$ cat config.mk
export PLATFORM = sky130hd
export DESIGN_NAME = clock_enable_gen
export DESIGN_NICKNAME = d
export VERILOG_FILES = /design/src/rtl/clock_enable_gen.sv
export SDC_FILE = /design/constraint.sdc
export NUM_CORES = 1
export LEC_CHECK = 0
export BUFFER_PORTS_ARGS = -buffer_cell sky130_fd_sc_hd__buf_4
export CAP_MARGIN = 40
export CORE_MARGIN = 2
export CORE_UTILIZATION = 55
export CTS_CLUSTER_SIZE = 40
export DETAILED_ROUTE_END_ITERATION = 7
export PLACE_DENSITY = 0.72
export SLEW_MARGIN = 10
export SYNTH_ARGS = -nofsm -noshare
export SYNTH_HDL_FRONTEND = slang
export SYNTH_SLANG_ARGS = --single-unit
$ cat constraint.sdc
create_clock -name clk -period 3.35 [get_ports clk]
set_clock_uncertainty 0.05 [all_clocks]
set_input_delay 0.67 -clock clk [delete_from_list [all_inputs] [get_ports clk]]
set_output_delay 0.67 -clock clk [all_outputs]
set_load 0.01 [all_outputs]
$ cat src/rtl/clock_enable_gen.sv
// Programmable per-channel clock-enable generator: each channel emits a one-cycle
// enable pulse every N cycles plus a square-wave tick of period 2N.
module clock_enable_gen #(
    parameter int CHANNELS    = 4,
    parameter int WIDTH       = 8,
    parameter int DEFAULT_DIV = 2,
    localparam int CH_W       = (CHANNELS > 1) ? $clog2(CHANNELS) : 1
) (
    input  logic                clk,
    input  logic                rst_n,
    input  logic                run,
    input  logic                sync,
    input  logic                wr_en,
    input  logic [CH_W-1:0]     wr_ch,
    input  logic [WIDTH-1:0]    wr_div,
    output logic [CHANNELS-1:0] enable,
    output logic [CHANNELS-1:0] tick
);

    localparam logic [WIDTH-1:0] DIV_RST = WIDTH'(DEFAULT_DIV);

    // The >= guards the counter against ever running past N-1, even if the
    // divisor were somehow smaller than the current count.
    function automatic logic at_wrap(input logic [WIDTH-1:0] c, input logic [WIDTH-1:0] n);
        return (n != '0) && (c >= n - WIDTH'(1));
    endfunction

    for (genvar i = 0; i < CHANNELS; i++) begin : g_ch
        logic [WIDTH-1:0] cnt;
        logic [WIDTH-1:0] act;
        logic [WIDTH-1:0] shd;
        logic [WIDTH-1:0] shd_nxt;
        logic             wr_hit;
        logic             wrap;
        logic             en_q;
        logic             tick_q;

        // Out-of-range channel indices never match any channel, so they are dropped.
        assign wr_hit  = wr_en && (32'(wr_ch) == i);
        // A write landing on the load cycle takes effect at that same load.
        assign shd_nxt = wr_hit ? wr_div : shd;
        assign wrap    = run && at_wrap(cnt, act);

        always_ff @(posedge clk) begin
            if (!rst_n) begin
                cnt    <= '0;
                act    <= DIV_RST;
                shd    <= DIV_RST;
                en_q   <= 1'b0;
                tick_q <= 1'b0;
            end else begin
                shd  <= shd_nxt;
                en_q <= 1'b0;
                if (sync) begin
                    cnt    <= '0;
                    tick_q <= 1'b0;
                    act    <= shd_nxt;
                end else if (run) begin
                    if (act == '0) begin
                        cnt <= '0;
                        act <= shd_nxt;
                    end else if (wrap) begin
                        cnt    <= '0;
                        en_q   <= 1'b1;
                        tick_q <= ~tick_q;
                        act    <= shd_nxt;
                    end else begin
                        cnt <= cnt + WIDTH'(1);
                    end
                end
            end
        end

        assign enable[i] = en_q;
        assign tick[i]   = tick_q;
    end

endmodule

After elaboration in Yosys (flattened, before gate mapping)
Cells that the tools add are included.
{ "word_totals": {"ff_bits": 104, "inputBits": 15} }
{ "classes": {"n_addsub": 8, "magnitude_cmp": 4, "n_eq_ne": 3, "muxes": 32, "bitwise": 10, "n_reduce_logical": 39} }
{ "op_table": {"columns": ["operator", "count"], "rows": [
  ["two-way mux 8 bit", 28],
  ["adder 8 x 1 -> 8 bit, second input constant", 4],
  [">= comparator 8 bit", 4],
  ["zero test 8 bit", 4],
  ["nonzero test 8 bit", 4],
  ["subtractor 8 x 1 -> 8 bit, second input constant", 4],
  ["OR reduction 4 bit", 4],
  ["logical AND 1 bit", 12],
  ["AND reduction 3 bit", 4],
  ["nonzero test 3 bit", 4],
  ["NOT 1 bit", 10],
  ["AND reduction 2 bit", 4],
  ["equality test 2 bit, second input constant", 2],
  ["two-way mux 1 bit", 4],
  ["equality test 2 x 1 -> 1 bit, second input constant", 1],
  ["zero test 2 bit", 1],
  ["nonzero test 2 bit", 1],
  ["OR reduction 2 bit", 1]
]} }

Logic depth before layout (Yosys ltp)
{ "depth": {"ltp_word": 8, "mapped_depth": 12, "depth_no_buf": 11} }

Worst setup path after synthesis
Ideal clock, no wire load.
{ "synth_path": {"path_type": "reg2reg", "start": "reg g_ch[3].act[2]", "end": "reg g_ch[3].act[0]", "setup_time_ns": 0.121, "t_arrival_ns": 2.694, "setup_slack_ns": 0.485, "stages_incl_launch_ff": 12, "n_path_buf": 0, "synth_period_minus_slack_ns": 2.865, "path_cell_list": "dfxtp_1 nor3_1 nand3_1 or3_1 xor2_1 ha_1 nand4_1 nor2_1 a211oi_2 a21oi_1 nor2_2 mux2_2"} }
{ "synth_via": {"elab_chain_cells": 6} }
{ "synth_lines": {"columns": ["element", "line_no", "text"], "rows": [
  ["from (decl)", "30", "logic [WIDTH-1:0] act;"],
  ["from (signal assigned)", "57", "act <= shd_nxt;"],
  ["from (signal assigned)", "61", "act <= shd_nxt;"],
  ["from (signal assigned)", "66", "act <= shd_nxt;"],
  ["subtractor 8 x 1 -> 8 bit", "25", "return (n != '0) && (c >= n - WIDTH'(1));"],
  [">= comparator 8 bit", "25", null],
  ["logical AND 1 bit", "25", null],
  ["logical AND 1 bit", "42", "assign wrap = run && at_wrap(cnt, act);"],
  ["nonzero test 3 bit (no source line)", null, null],
  ["AND reduction 2 bit (no source line)", null, null]
]} }
Several ways; a longest one is shown, not always the timed one. The select of a mux whose other input is x is not followed.
A chain may end at the register's enable or synchronous reset.

Final worst setup path
{ "layout_path": {"start": "reg g_ch[0].act[0]", "end": "reg g_ch[0].act[6]"} }
{ "layout_via": {"elab_chain_cells": 6} }
{ "layout_lines": {"columns": ["element", "line_no"], "rows": [
  ["from (decl)", "30"],
  ["from (signal assigned)", "57"],
  ["from (signal assigned)", "61"],
  ["from (signal assigned)", "66"],
  ["subtractor 8 x 1 -> 8 bit", "25"],
  [">= comparator 8 bit", "25"],
  ["logical AND 1 bit", "25"],
  ["logical AND 1 bit", "42"],
  ["nonzero test 3 bit (no source line)", null],
  ["AND reduction 2 bit (no source line)", null]
]} }
Several ways; a longest one is shown, not always the timed one. The select of a mux whose other input is x is not followed.

==> results_dict.tcl <==
set metrics [dict create \
    cts_made_buffers 9 \
    drv_slew 0 \
    die_h_um 104 \
    synth_edf_count 0 \
    clk_latency_ps 390 \
    worstSetupPathType "reg -> reg" \
    fmax_mhz 331 \
    portBuffers 22 \
    cts_hold_buffers 0 \
    drt_iter0_drc 145 \
    hold_violations 0 \
    io_pins 23 \
    setup_violations 0 \
    yosysTopAreaCell "dfxtp_1" \
    critPathLaunchType "register" \
    powerDensity_mw_per_mm2 412 \
    areaGrowthSynthToFinish_pct 8.54 \
    end_kind "register" \
    worstMarginPinSlew_ps 733 \
    num_antenna_cells 0 \
    ys_ff_latch 104 \
    nets 660 \
    ys_seq_area_frac 0.380 \
    netlist_area_sq_mm 0.00548 \
    rsz0062_at_grt "no" \
    clkTransAtPathRegs_ps 100 \
    slowest_delay_ps 540 \
    die_w_um 104 \
    tns_ps 0 \
    firstDrtPassIters 4 \
    path_cells "inv_1, ha_1, nand2_1, xor2_1, ha_1, or4_1, a21oi_2, o31ai_2, nor2_8, o21ba_1, mux2_4" \
    min_path_type "reg -> reg" \
    antenna_found_initial 0 \
    tritoncts "done" \
    cp_common_cell "ha_1" \
    cts-root-buf "clkbuf_8" \
    synthArstFlopShare 0 \
    synth_area_per_cell_sq_um 9.28 \
    drive_gt1_frac 0.120 \
    finalNonFillerCells 743 \
    power_leakage_uw 0.00258 \
    track_usage 0.217 \
    synth.area.top_cells "dfxtp_1, ha_1, mux2i_1, nand3_1, and2_1" \
    routabilityCongestion 0.854 \
    crit_fanout 9 \
    cts.sinks 104 \
    synth_cells 590 \
    status "finished clean" \
    grt_max_degree 67 \
    overflow 0 \
    drc 0 \
    final_common_cell "dfxtp_1" \
    dp.cells 727 \
    grt_pass1_vias 4008 \
    wirelength_um 11200 \
    clockBufferDepth 2 \
    vias 4192 \
    rows 36 \
    final_cell_mix "dfxtp_1, nand2_1, ha_1, nand3_1, mux2i_1" \
    post_cts_buffers 0 \
    wire_per_inst_um 15.1 \
    drv_cap 0 \
    dpl.hpwl_um 8440 \
    fin_crit_sh 0.901 \
    required_ps 3580 \
    min_period_ps 3020 \
    critPathBufInv 1 \
    start_util 0.563 \
    synth_warnings 0 \
    vias_per_cell 5.64 \
    arrival_ps 3250 \
    crit_slowest_cell "or4_1" \
    syn_nets 645 \
    ir_worst_vdd_mv 0.359 \
    grt_pass1_wl_um 19000 \
    cpLargestDelayFamily "simple AND/OR/NAND/NOR gates" \
    core_area_sq_mm 0.00973 \
    synth_top_area_frac 0.380 \
    die-area_sq_mm 0.0108 \
    yosysUniqueCellTypes 55 \
    drtAntennaViolNets 0 \
    synthFlopType "dfxtp_1" \
    slew_headroom 0.510 \
    htreeDepth 3 \
]
[logic make-up (layout without fill, tap and decap cells)]
kind of cell | Yosys count | in the layout | synth area share
buf+inv | 48 | 68 | 0.0400
mux | 56 | 56 | 0.113
fa+ha+maj | 40 | 40 | 0.0914
simple gates | 226 | 226 | 0.228
xor+xnor | 30 | 30 | 0.0480
compound gates | 86 | 86 | 0.0994
flops | 104 | 104 | 0.380
[final timing paths]
| path | start | end | slack, ps | cells past startpoint |
|---|---|---|---|---|
| setup / recovery | g_ch[0].act[0] | g_ch[0].act[6] | 330 | 11 |
| hold / removal | g_ch[3].shd[1] | g_ch[3].shd[1] | 440 | 2 |
| setup reg to reg | g_ch[0].act[0] | g_ch[0].act[6] | 330 | 11 |
| hold reg to reg | g_ch[3].shd[1] | g_ch[3].shd[1] | 440 | 2 |
[layer usage]
metal | global-route usage | routed length (um) | up-vias
met1 | 0.289 | 5470 | 1968
met2 | 0.342 | 5050 | 93
met3 | 0.0636 | 489 | 18
met5 | 0 | 0 | -
li1 | - | - | 2113
met4 | 0.0647 | 195 | 0
[cell type report]
cell class	instances	area (sq um)
Tap cell	133	166
Multi-Input combinational cell	438	3190
Fill cell	851	3780
Clock buffer	10	128
Clock inverter	6	72.6
Sequential cell	104	2080
Inverter	22	82.6
Timing Repair Buffer	30	225
[worst min-delay path: cells and delay by family (launching register included)]
kind	cells	cell delay, ps
multiplexers	1	60
AND/OR/NAND/NOR	1	80
flip-flops	1	320
[cells in the mapped netlist (all sizes together) (2+ instances only)]
library cell	instances
xnor2	15
o21ai	28
and3	13
a211oi	6
nor3	10
a21oi	22
nor2b	25
mux2i	32
clkbuf	14
mux2	24
xor2	15
o311ai	5
buf	12
nand3	35
nand3b	5
dfxtp	104
ha	40
nor2	29
or3	9
nor3b	6
and2	25
a21o	8
nand2b	10
nand2	41
nand4	7
a31oi	9
nand4b	3
o31ai	2
nor4	4
inv	21
[where the power goes]
part           leakage [uW]  switching (uW)  internal [uW]
combinational       0.00164             199            150
sequential         0.000843            24.0           1270
clock             0.0000983             451            356
total               0.00258             674           1780
[stage by stage]
stage	total power, uW	hold WS (ps)	util	setup slack (ps)	instance area, sq um
floorplan	1570	384	-	485	5480
global placement	1650	415	0.589	445	5730
detailed placement	1670	418	0.589	323	5730
CTS	2470	440	0.610	292	5930
global route	2570	474	0.611	34.0	5940
finish	2450	437	0.611	333	5940
[sequential cells by signal, indices dropped and copies added (netlist names)]
register / count
g_ch.shd: 32
g_ch.act: 32
g_ch.tick_q: 4
g_ch.cnt: 32
g_ch.en_q: 4
[repair_timing]
item,4_1_cts,5_1_grt
setup endpoints to repair,0,8
hold endpoints to repair,0,0
resized for setup,0,2
Note: power is estimated with default switching activity, not from simulation.
